<file path="src/rtl/ps2_cmd_decoder.sv">
`default_nettype none
// ============================================================================
//  Module   : ps2_cmd_decoder
//  Purpose  : Turns the PS/2 set-2 byte stream into queued game commands.
//             Tracks E0/F0 prefixes (with a timeout), held-key state and
//             typematic-repeat suppression, and buffers commands in a FIFO
//             drained through a valid/ready handshake.
//  Revision : 1.0  initial release
// ----------------------------------------------------------------------------
//  Ports
//    CLOCK_50   in   system clock
//    reset      in   asynchronous active-high reset
//    rx_data    in   [7:0] received byte
//    rx_valid   in   one-cycle strobe qualifying rx_data
//    cmd_ready  in   consumer takes the head command this cycle
//    cmd_valid  out  FIFO non-empty, cmd_id valid
//    cmd_id     out  key index of the head command
//    key_down   out  [NUM_KEYS-1:0] live held state per key
//    last_code  out  [7:0] last non-prefix byte received
//    overflow   out  sticky: a command was dropped on a full FIFO
// ============================================================================
module ps2_cmd_decoder #(
  parameter int                      NUM_KEYS        = 3,
  parameter logic [8*NUM_KEYS-1:0]   KEY_CODES       = 24'h23_1B_33,
  parameter logic [NUM_KEYS-1:0]     KEY_EXT         = '0,
  parameter int                      FIFO_DEPTH      = 4,
  parameter int                      REPEAT_SUPPRESS = 1,
  parameter int                      PREFIX_TIMEOUT  = 2_500_000,
  localparam int                     ID_W            = (NUM_KEYS > 1) ? $clog2(NUM_KEYS) : 1
) (
  input  logic                CLOCK_50,
  input  logic                reset,
  input  logic [7:0]          rx_data,
  input  logic                rx_valid,
  input  logic                cmd_ready,
  output logic                cmd_valid,
  output logic [ID_W-1:0]     cmd_id,
  output logic [NUM_KEYS-1:0] key_down,
  output logic [7:0]          last_code,
  output logic                overflow
);

  localparam int PTR_W = $clog2(FIFO_DEPTH);
  localparam int CNT_W = PTR_W + 1;
  localparam int TO_W  = (PREFIX_TIMEOUT > 1) ? $clog2(PREFIX_TIMEOUT) : 1;
  localparam logic [TO_W-1:0]  TO_LAST   = TO_W'(PREFIX_TIMEOUT - 1);
  localparam logic [CNT_W-1:0] CNT_FULL  = CNT_W'(FIFO_DEPTH);

  typedef enum logic [1:0] {
    S_IDLE   = 2'd0,
    S_EXT    = 2'd1,
    S_BRK    = 2'd2,
    S_EXTBRK = 2'd3
  } state_t;

  state_t          state_q;
  logic [TO_W-1:0] to_cnt_q;

  // --------------------------------------------------------------------------
  // Byte classification and event decode
  // --------------------------------------------------------------------------
  logic is_e0, is_f0, is_ctl;
  logic ev_make, ev_break, ev_ext;

  always_comb begin
    is_e0    = (rx_data == 8'hE0);
    is_f0    = (rx_data == 8'hF0);
    // BAT-OK and error bytes abort any prefix and never form a key event
    is_ctl   = (rx_data == 8'hAA) || (rx_data == 8'hFC);
    ev_make  = 1'b0;
    ev_break = 1'b0;
    ev_ext   = 1'b0;
    if (rx_valid && !is_ctl) begin
      case (state_q)
        S_IDLE:   ev_make = !is_e0 && !is_f0;
        S_EXT:    begin
                    ev_make = !is_e0 && !is_f0;
                    ev_ext  = 1'b1;
                  end
        S_BRK:    ev_break = 1'b1;
        S_EXTBRK: begin
                    ev_break = 1'b1;
                    ev_ext   = 1'b1;
                  end
        default:  ev_make = 1'b0;
      endcase
    end
  end

  // --------------------------------------------------------------------------
  // Key table lookup: descending scan so the lowest matching index wins
  // --------------------------------------------------------------------------
  logic                match_hit;
  logic [ID_W-1:0]     match_idx;
  logic [NUM_KEYS-1:0] match_oh;

  always_comb begin
    match_hit = 1'b0;
    match_idx = '0;
    match_oh  = '0;
    for (int i = NUM_KEYS - 1; i >= 0; i--) begin
      if ((rx_data == KEY_CODES[8*i +: 8]) && (ev_ext == KEY_EXT[i])) begin
        match_hit   = 1'b1;
        match_idx   = ID_W'(i);
        match_oh    = '0;
        match_oh[i] = 1'b1;
      end
    end
  end

  // --------------------------------------------------------------------------
  // Prefix FSM with inactivity timeout
  // --------------------------------------------------------------------------
  always_ff @(posedge CLOCK_50 or posedge reset) begin
    if (reset) begin
      state_q  <= S_IDLE;
      to_cnt_q <= '0;
    end else if (rx_valid) begin
      to_cnt_q <= '0;
      if (is_ctl) begin
        state_q <= S_IDLE;
      end else begin
        case (state_q)
          S_IDLE: begin
            if (is_e0)      state_q <= S_EXT;
            else if (is_f0) state_q <= S_BRK;
          end
          S_EXT: begin
            if (is_f0)      state_q <= S_EXTBRK;
            else if (!is_e0) state_q <= S_IDLE;
          end
          default: state_q <= S_IDLE;
        endcase
      end
    end else if (state_q != S_IDLE) begin
      if (to_cnt_q == TO_LAST) begin
        state_q  <= S_IDLE;
        to_cnt_q <= '0;
      end else begin
        to_cnt_q <= to_cnt_q + 1'b1;
      end
    end else begin
      to_cnt_q <= '0;
    end
  end

  // --------------------------------------------------------------------------
  // Held-key state and debug byte
  // --------------------------------------------------------------------------
  logic [NUM_KEYS-1:0] key_down_q, key_down_d;
  logic [7:0]          last_code_q;
  logic                suppress;
  logic                push_req;

  always_comb begin
    key_down_d = key_down_q;
    if (ev_make && match_hit)  key_down_d = key_down_q | match_oh;
    if (ev_break && match_hit) key_down_d = key_down_q & ~match_oh;
    suppress = (REPEAT_SUPPRESS != 0) && ((key_down_q & match_oh) != '0);
    push_req = ev_make && match_hit && !suppress;
  end

  always_ff @(posedge CLOCK_50 or posedge reset) begin
    if (reset) begin
      key_down_q  <= '0;
      last_code_q <= 8'h00;
    end else begin
      key_down_q <= key_down_d;
      if (rx_valid && !is_e0 && !is_f0) last_code_q <= rx_data;
    end
  end

  // --------------------------------------------------------------------------
  // Command FIFO with registered head
  // --------------------------------------------------------------------------
  logic [ID_W-1:0]  mem_q [FIFO_DEPTH];
  logic [PTR_W-1:0] wr_ptr_q, wr_ptr_d, rd_ptr_q, rd_ptr_d;
  logic [CNT_W-1:0] count_q, count_d, count_after_pop;
  logic             cmd_valid_q, cmd_valid_d;
  logic [ID_W-1:0]  cmd_id_q, cmd_id_d;
  logic             overflow_q;
  logic             full, pop, do_push, drop;

  always_comb begin
    full            = (count_q == CNT_FULL);
    pop             = cmd_valid_q && cmd_ready;
    // A pop frees the slot the push needs, so a full FIFO still accepts it
    do_push         = push_req && (!full || pop);
    drop            = push_req && full && !pop;
    count_after_pop = count_q - CNT_W'(pop);
    count_d         = count_after_pop + CNT_W'(do_push);
    wr_ptr_d        = wr_ptr_q + PTR_W'(do_push);
    rd_ptr_d        = rd_ptr_q + PTR_W'(pop);
    cmd_valid_d     = (count_d != '0);
    if (count_d == '0)
      cmd_id_d = cmd_id_q;
    else if (count_after_pop == '0)
      cmd_id_d = match_idx;       // new entry goes straight to the head
    else
      cmd_id_d = mem_q[rd_ptr_d];
  end

  always_ff @(posedge CLOCK_50) begin
    if (do_push) mem_q[wr_ptr_q] <= match_idx;
  end

  always_ff @(posedge CLOCK_50 or posedge reset) begin
    if (reset) begin
      wr_ptr_q    <= '0;
      rd_ptr_q    <= '0;
      count_q     <= '0;
      cmd_valid_q <= 1'b0;
      cmd_id_q    <= '0;
      overflow_q  <= 1'b0;
    end else begin
      wr_ptr_q    <= wr_ptr_d;
      rd_ptr_q    <= rd_ptr_d;
      count_q     <= count_d;
      cmd_valid_q <= cmd_valid_d;
      cmd_id_q    <= cmd_id_d;
      if (drop) overflow_q <= 1'b1;
    end
  end

  assign cmd_valid = cmd_valid_q;
  assign cmd_id    = cmd_id_q;
  assign key_down  = key_down_q;
  assign last_code = last_code_q;
  assign overflow  = overflow_q;

endmodule
`default_nettype wire
</file>
<file path="config.mk">
export PLATFORM = sky130hd
export DESIGN_NAME = ps2_cmd_decoder
export DESIGN_NICKNAME = d
export VERILOG_FILES = /design/src/rtl/ps2_cmd_decoder.sv
export SDC_FILE = /design/constraint.sdc
export NUM_CORES = 1
export LEC_CHECK = 0
export CORE_AREA = 2 2 70 72
export CTS_CLUSTER_SIZE = 14
export DETAILED_ROUTE_END_ITERATION = 16
export DIE_AREA = 0 0 72 74
export PLACE_DENSITY = 0.8
export SYNTH_ARGS = -nofsm -noshare
export SYNTH_HDL_FRONTEND = slang
export SYNTH_SLANG_ARGS = --single-unit
export TNS_END_PERCENT = 20
</file>
<file path="constraint.sdc">
create_clock -name CLOCK_50 -period 7.8 [get_ports CLOCK_50]
set_input_delay 1.56 -clock CLOCK_50 [delete_from_list [all_inputs] [get_ports CLOCK_50]]
set_output_delay 1.56 -clock CLOCK_50 [all_outputs]
set_load 0.03 [all_outputs]
</file>
==> results of run 1 <==
## metal layers
layer | part of all wire | global-route usage | vias up
li1 | - | - | 910
met1 | 0.45 | 0.270 | 928
met2 | 0.49 | 0.329 | 43
met3 | 0.050 | 0.0447 | 5
met4 | 0.014 | 0.0776 | 0
met5 | 0 | 0 | -
## through the flow
step	util	area, um2	setup WS, ns	total power (W)
2_1_floorplan	-	2660	3.92	0.000458
3_3_place_gp	0.644	2960	3.18	0.000505
3_5_place_dp	0.644	2960	3.01	0.000515
4_1_cts	0.663	3050	3.33	0.000673
5_1_grt	0.663	3050	3.19	0.000698
6_report	0.663	3050	3.31	0.000667
## flip-flops by register name, indices dropped and copies added, names as in the netlist, named ones only
name / cells
cmd_id: 2
state_q: 2
count_q: 3
cmd_valid: 1
last_code: 8
wr_ptr_q: 2
to_cnt_q: 22
overflow: 1
mem_q: 8
rd_ptr_q: 2
## cell type report
cell class / count / area (um2) / share of cell area
Clock inverter: 1 / 5.00 / 0.00164
Multi-Input combinational cell: 159 / 1190 / 0.389
Inverter: 12 / 45.0 / 0.0148
Clock buffer: 7 / 86.3 / 0.0283
Timing Repair Buffer: 27 / 268 / 0.0878
Tap cell: 54 / 67.6 / 0.0221
Sequential cell: 54 / 1390 / 0.456
## cells in the mapped netlist, types with 2 or more instances
library cell / n / share of area
and3_1: 3 / 0.0071
mux2_2: 9 / 0.038
and4_1: 3 / 0.0099
or3_1: 6 / 0.014
ha_1: 7 / 0.033
inv_1: 12 / 0.017
and2_1: 2 / 0.0047
o21a_1: 3 / 0.0085
nand2_1: 13 / 0.018
or4_1: 2 / 0.0056
nand4b_1: 2 / 0.0066
clkbuf_1: 6 / 0.0085
o21ai_0: 4 / 0.0075
nor4b_1: 4 / 0.013
nor2_1: 15 / 0.021
nor4bb_1: 2 / 0.0075
edfxtp_1: 8 / 0.090
nor4_1: 3 / 0.0071
xnor2_1: 5 / 0.016
nand3_1: 11 / 0.021
nor3b_1: 4 / 0.011
mux4_2: 2 / 0.017
xor2_1: 10 / 0.033
dfrtp_1: 46 / 0.43
o311ai_0: 2 / 0.0066
o31ai_1: 3 / 0.0085
nor3_1: 6 / 0.011
nor4b_2: 2 / 0.011
a21oi_1: 8 / 0.015
nand4_1: 10 / 0.024
mux2i_1: 3 / 0.011
## final timing paths
path	from	end	slack [ns]	depth (start not counted)
setup reg to reg	state_q[1]	cmd_id[1]	4.72	11
max in group asynchronous	reset	last_code[5]	5.44	2
hold reg to reg	overflow	overflow	0.47	1
min in group asynchronous	reset	cmd_id[0]	1.78	2
setup / recovery	rx_data[4]	cmd_id[1]	3.31	12
hold / removal	overflow	overflow	0.47	1
## cell families after synthesis
logic type      Yosys count  synth area share
compound gates           27            0.0697
buf+inv                  19            0.0297
flops                    54             0.524
mux                      14            0.0664
fa+ha+maj                 7            0.0330
simple gates             95             0.219
xor+xnor                 16            0.0584
## critical path, delay by kind of cell
| family | cells | cell delay (ns) |
|---|---|---|
| buffers and inverters | 3 | 0.92 |
| AO/OA/AOI/OAI | 1 | 0.19 |
| AND/OR/NAND/NOR | 4 | 1.04 |
| XOR/XNOR | 1 | 0.25 |
| adder cells (fa/ha/maj) | 2 | 0.32 |
| multiplexers | 1 | 0.39 |
## power by group through the flow
stage | logic (W) | clock network (W) | registers (W)
6_report | 0.000178 | 0.000158 | 0.000330
5_1_grt | 0.000195 | 0.000170 | 0.000333
4_1_cts | 0.000180 | 0.000163 | 0.000330
3_5_place_dp | 0.000179 | 0 | 0.000336
3_3_place_gp | 0.000171 | 0 | 0.000334
2_1_floorplan | 0.000102 | 0 | 0.000356
==> results.cfg, run 1 <==
[power]
power_switching_w = 0.000197
p_int_w = 0.000469
p_sw_frac = 0.296
p_leak_nw = 1.23
ir_drop_mv = 0.131
seq_power_share = 0.495
combPwrFrac = 0.267
powerDensity_nw_per_um2 = 219
clockPowerShare = 0.238

[floorplan]
die_h_um = 74
core_area_um2 = 4600
ios = 27
initial_core_util = 0.578
rows = 25
dieArea_um2 = 5330
die_w_um = 72

[clocking]
cts_tree = done
ctsResizeCount = 0
hold_buffers = 0
cts_num_sinks = 54
clk_latency_ns = 0.30
cts.path.max_buffers = 2
cts_made_buffers = 5
clk_pin_slew_ns = 0.09
htreeDepth = 2
post_cts_buffers = 0
cts-root-buf = clkbuf_8

[yosys]
ys_seq_elements = 54
avgSynthCellArea_um2 = 11.5
synth.distinct_cells = 47
syn_nets = 251
async_flop_share = 0.852
ys_seq_area_frac = 0.524
postSynthCellCount = 232
synth_edf_count = 8
ys_warn_count = 0
netlist_area_um2 = 2660
synth_flop_cell = dfrtp_1

[sta]
min_period_over_period = 0.576
tns_ns = 0
whs_ns = 0.467
hold_violations = 0
skew_ns = 0.00588
worst_pin_slew_ns = 0.927
fmax_mhz = 223
finalSetupViolations = 0
max_slew_margin = 0.381
slew_viol_final = 0
rsz0062_at_grt = no
fin_crit_ns = 4.49

[worst_setup_path]
worstSetupStartpointType = input port
cp_cell_sequence = clkdlybuf4s50_1 -> mux2_2 -> o21a_1 -> or4_4 -> inv_1 -> ha_1 -> ha_1 -> xor3_1 -> nor3_1 -> inv_1 -> nand3_1 -> nand3_1
crit_arrival_ns = 4.67
slowest_stage = clkdlybuf4s50_1
max_stage_delay_ns = 0.68
setup.worst_path.end_class = flop
worstPathMaxFanout = 11
required_ns = 7.98
critical_path_class = in -> reg

[finish]
layout-drive-gt1-share = 0.108
n_antenna_cell = 0
fin_cells = 314
final_cell_mix = dfrtp_1, clkdlybuf4s50_1, nor2_1
final_common_cell = dfrtp_1
syn_to_final_growth_pct = 14.8
nets = 278
nFillCells = 349

[placement]
dpl.hpwl_um = 3470
place_inst = 306
gp_congestion = 0.796
port_buffers = 26

[drt]
drt_iter0_drc = 112
wire_per_inst_um = 15.4
vias = 1886
antenna_left = 0
viasPerCell = 6.01
routed_wl_um = 4830
firstDrtPassIters = 4
drcViolationCount = 0

[global_routing]
grt_pass1_wl_um = 8350
grt_use_total = 0.202
antenna_found_initial = 0
grt_pass1_vias = 1849
gr-total-overflow = 0
grt_max_degree = 47

[worst_hold_path]
worst_hold_path_type = reg -> reg

[run_status]
status = completed

[flow_run]
drv_cap = 0
No activity file was read; power rests on OpenSTA's default activity.
==> inputs of run 2 (changes only) <==
--- a/config.mk
+++ b/config.mk
@@ -5,11 +5,11 @@
 export SDC_FILE = /design/constraint.sdc
 export NUM_CORES = 1
 export LEC_CHECK = 0
-export CORE_AREA = 2 2 70 72
+export CORE_AREA = 2 2 72 74
 export CTS_CLUSTER_SIZE = 14
 export DETAILED_ROUTE_END_ITERATION = 16
-export DIE_AREA = 0 0 72 74
-export PLACE_DENSITY = 0.8
+export DIE_AREA = 0 0 74 76
+export PLACE_DENSITY = 0.76
 export SYNTH_ARGS = -nofsm -noshare
 export SYNTH_HDL_FRONTEND = slang
 export SYNTH_SLANG_ARGS = --single-unit
==> constraint.sdc (replaced) <==
create_clock -name CLOCK_50 -period 4.4 [get_ports CLOCK_50]
set_input_delay 0.88 -clock CLOCK_50 [delete_from_list [all_inputs] [get_ports CLOCK_50]]
set_output_delay 0.88 -clock CLOCK_50 [all_outputs]
set_load 0.03 [all_outputs]
==> run 2 against run 1 <==
  * Routed wire length up 0.14%
  * Die area up 5.6%
  * Final area up 1.8%
  * Via count down 0.53%
  * Critical endpoint is now cmd_id[0]
  * Global-route usage down 1.0 points
  * Flip-flop and latch count unchanged
  * Sequential share of layout area down 0.83 points
  * Critical path depth unchanged
  * Register-to-register slack worse by 3.3 ns
  * Worst setup slack worse by 2.5 ns
  * Clock-buffer cell count down 2
==> results.cfg, run 2 (synthesis gave the netlist of run 1 again) <==
[drt]
routed_wl_um = 4840
antenna_left = 0
vias = 1876
drt_iter0_drc = 77
viasPerCell = 5.65
wire_per_inst_um = 14.6
drcViolationCount = 0
firstDrtPassIters = 4

[worst_setup_path]
rr_worst_depth = 11
reg2reg_slack_ns = 1.41
max_stage_delay_ns = 0.47
r2r_start = state_q[1]
critical_path_class = in -> reg
slowest_stage = clkdlybuf4s50_1
required_ns = 4.59
crit_start = rx_data[6]
setup.worst_path.end_class = flop
cp_cell_sequence = clkdlybuf4s50_1 -> nand4bb_2 -> or3_1 -> or4_4 -> inv_1 -> ha_1 -> ha_1 -> xor3_1 -> nor3_1 -> inv_1 -> nand3_1 -> nand3_1
crit_arrival_ns = 3.82
rr_endpoint = cmd_id[0]
worstPathMaxFanout = 6
worstSetupStartpointType = input port

[finish]
nets = 280
final_common_cell = dfrtp_1
final_cell_mix = dfrtp_1, clkdlybuf4s50_1, nor2_1
n_antenna_cell = 0
largest_reg_flops = 22
nFillCells = 402
layout-drive-gt1-share = 0.118
syn_to_final_growth_pct = 16.9
regMostFlops = to_cnt_q

[sta]
finalSetupViolations = 0
hold_violations = 0
worst_pin_slew_ns = 0.933
max_slew_margin = 0.377
rsz0062_at_grt = no
skew_ns = 0.00919
tns_ns = 0
min_period_over_period = 0.825
fmax_mhz = 276
slew_viol_final = 0
fin_crit_ns = 3.63

[power]
p_leak_nw = 1.25
total_power_w = 0.00124
ir_drop_mv = 0.209
powerDensity_nw_per_um2 = 398

[global_routing]
grt_pass1_vias = 1872
antenna_found_initial = 0
grt_pass1_wl_um = 8430
gr-total-overflow = 0
grt_use_total = 0.192
grt_max_degree = 47

[clocking]
cts.path.max_buffers = 2
clk_latency_ns = 0.31
cts_tree = done
cts_num_sinks = 54
cts_made_buffers = 5
cts-root-buf = clkbuf_8
htreeDepth = 2
hold_buffers = 0
clk_pin_slew_ns = 0.10
post_cts_buffers = 0
ctsResizeCount = 0

[placement]
gp_congestion = 0.786
dpl.hpwl_um = 3390
port_buffers = 26

[worst_hold_path]
hold_depth = 1
worstHoldStart = rd_ptr_q[1]
hold_path_end = rd_ptr_q[1]
worst_hold_path_type = reg -> reg

[floorplan]
die_w_um = 74
core_area_um2 = 4910
initial_core_util = 0.541
rows = 26
ios = 27
dieArea_um2 = 5620
die_h_um = 76

[flow_run]
drv_cap = 0

[run_status]
status = completed
## run 2: changes by cell type in the layout (fill, tap and decap cells not counted), sizes merged
cell	delta
clkbuf	-2
bufinv	+1
buf	+2
inv	+1
## run 2: how the worst max path moves through the flow
stage,to,slack (ns),depth (start not counted)
after floorplan,cmd_id[1],1.20,11
after global placement,cmd_id[0],0.54,12
after detailed placement,cmd_id[0],0.46,12
after CTS,cmd_id[0],0.78,12
after global routing,cmd_id[0],0.59,12
final,cmd_id[0],0.77,12
## run 2: layout make-up
class	instances	area, um2	area share
clock buffers	5	68.8	0.0222
clock inverters	3	43.8	0.0141
inverters	12	45.0	0.0145
multi-input cells	159	1190	0.382
flip-flops and latches	54	1390	0.448
well taps	70	87.6	0.0282
repair buffers	29	283	0.0910
## run 2: routing by layer
layer	global-route usage	vias up	wire length [um]
li1	-	918	-
met1	0.258	917	2170
met2	0.308	34	2420
met3	0.0450	7	185
met4	0.0582	0	58
met5	0	-	0
## run 2: metrics by stage
stage / cell area [um2] / instances / utilization / hold WS, ns / setup slack, ns
floorplan: 2660 / 232 / - / 0.455 / 1.20
global placement: 2990 / 324 / 0.610 / 0.471 / 0.543
detailed placement: 2990 / 324 / 0.610 / 0.480 / 0.463
CTS: 3110 / 332 / 0.632 / 0.503 / 0.784
global route: 3110 / 332 / 0.632 / 0.519 / 0.595
finish: 3110 / 332 / 0.632 / 0.498 / 0.772
## run 2: power by group
group | switching, W | internal (W) | total (W)
combinational | 0.000163 | 0.000151 | 0.000314
clock | 0.000167 | 0.000171 | 0.000338
sequential | 0.0000290 | 0.000555 | 0.000584
total | 0.000359 | 0.000876 | 0.00124
## run 2: critical path: cells and delay by family
| family | cells | cell delay, ns |
|---|---|---|
| simple gates | 6 | 1.70 |
| buf+inv | 3 | 0.70 |
| fa+ha+maj | 2 | 0.31 |
| xor+xnor | 1 | 0.23 |
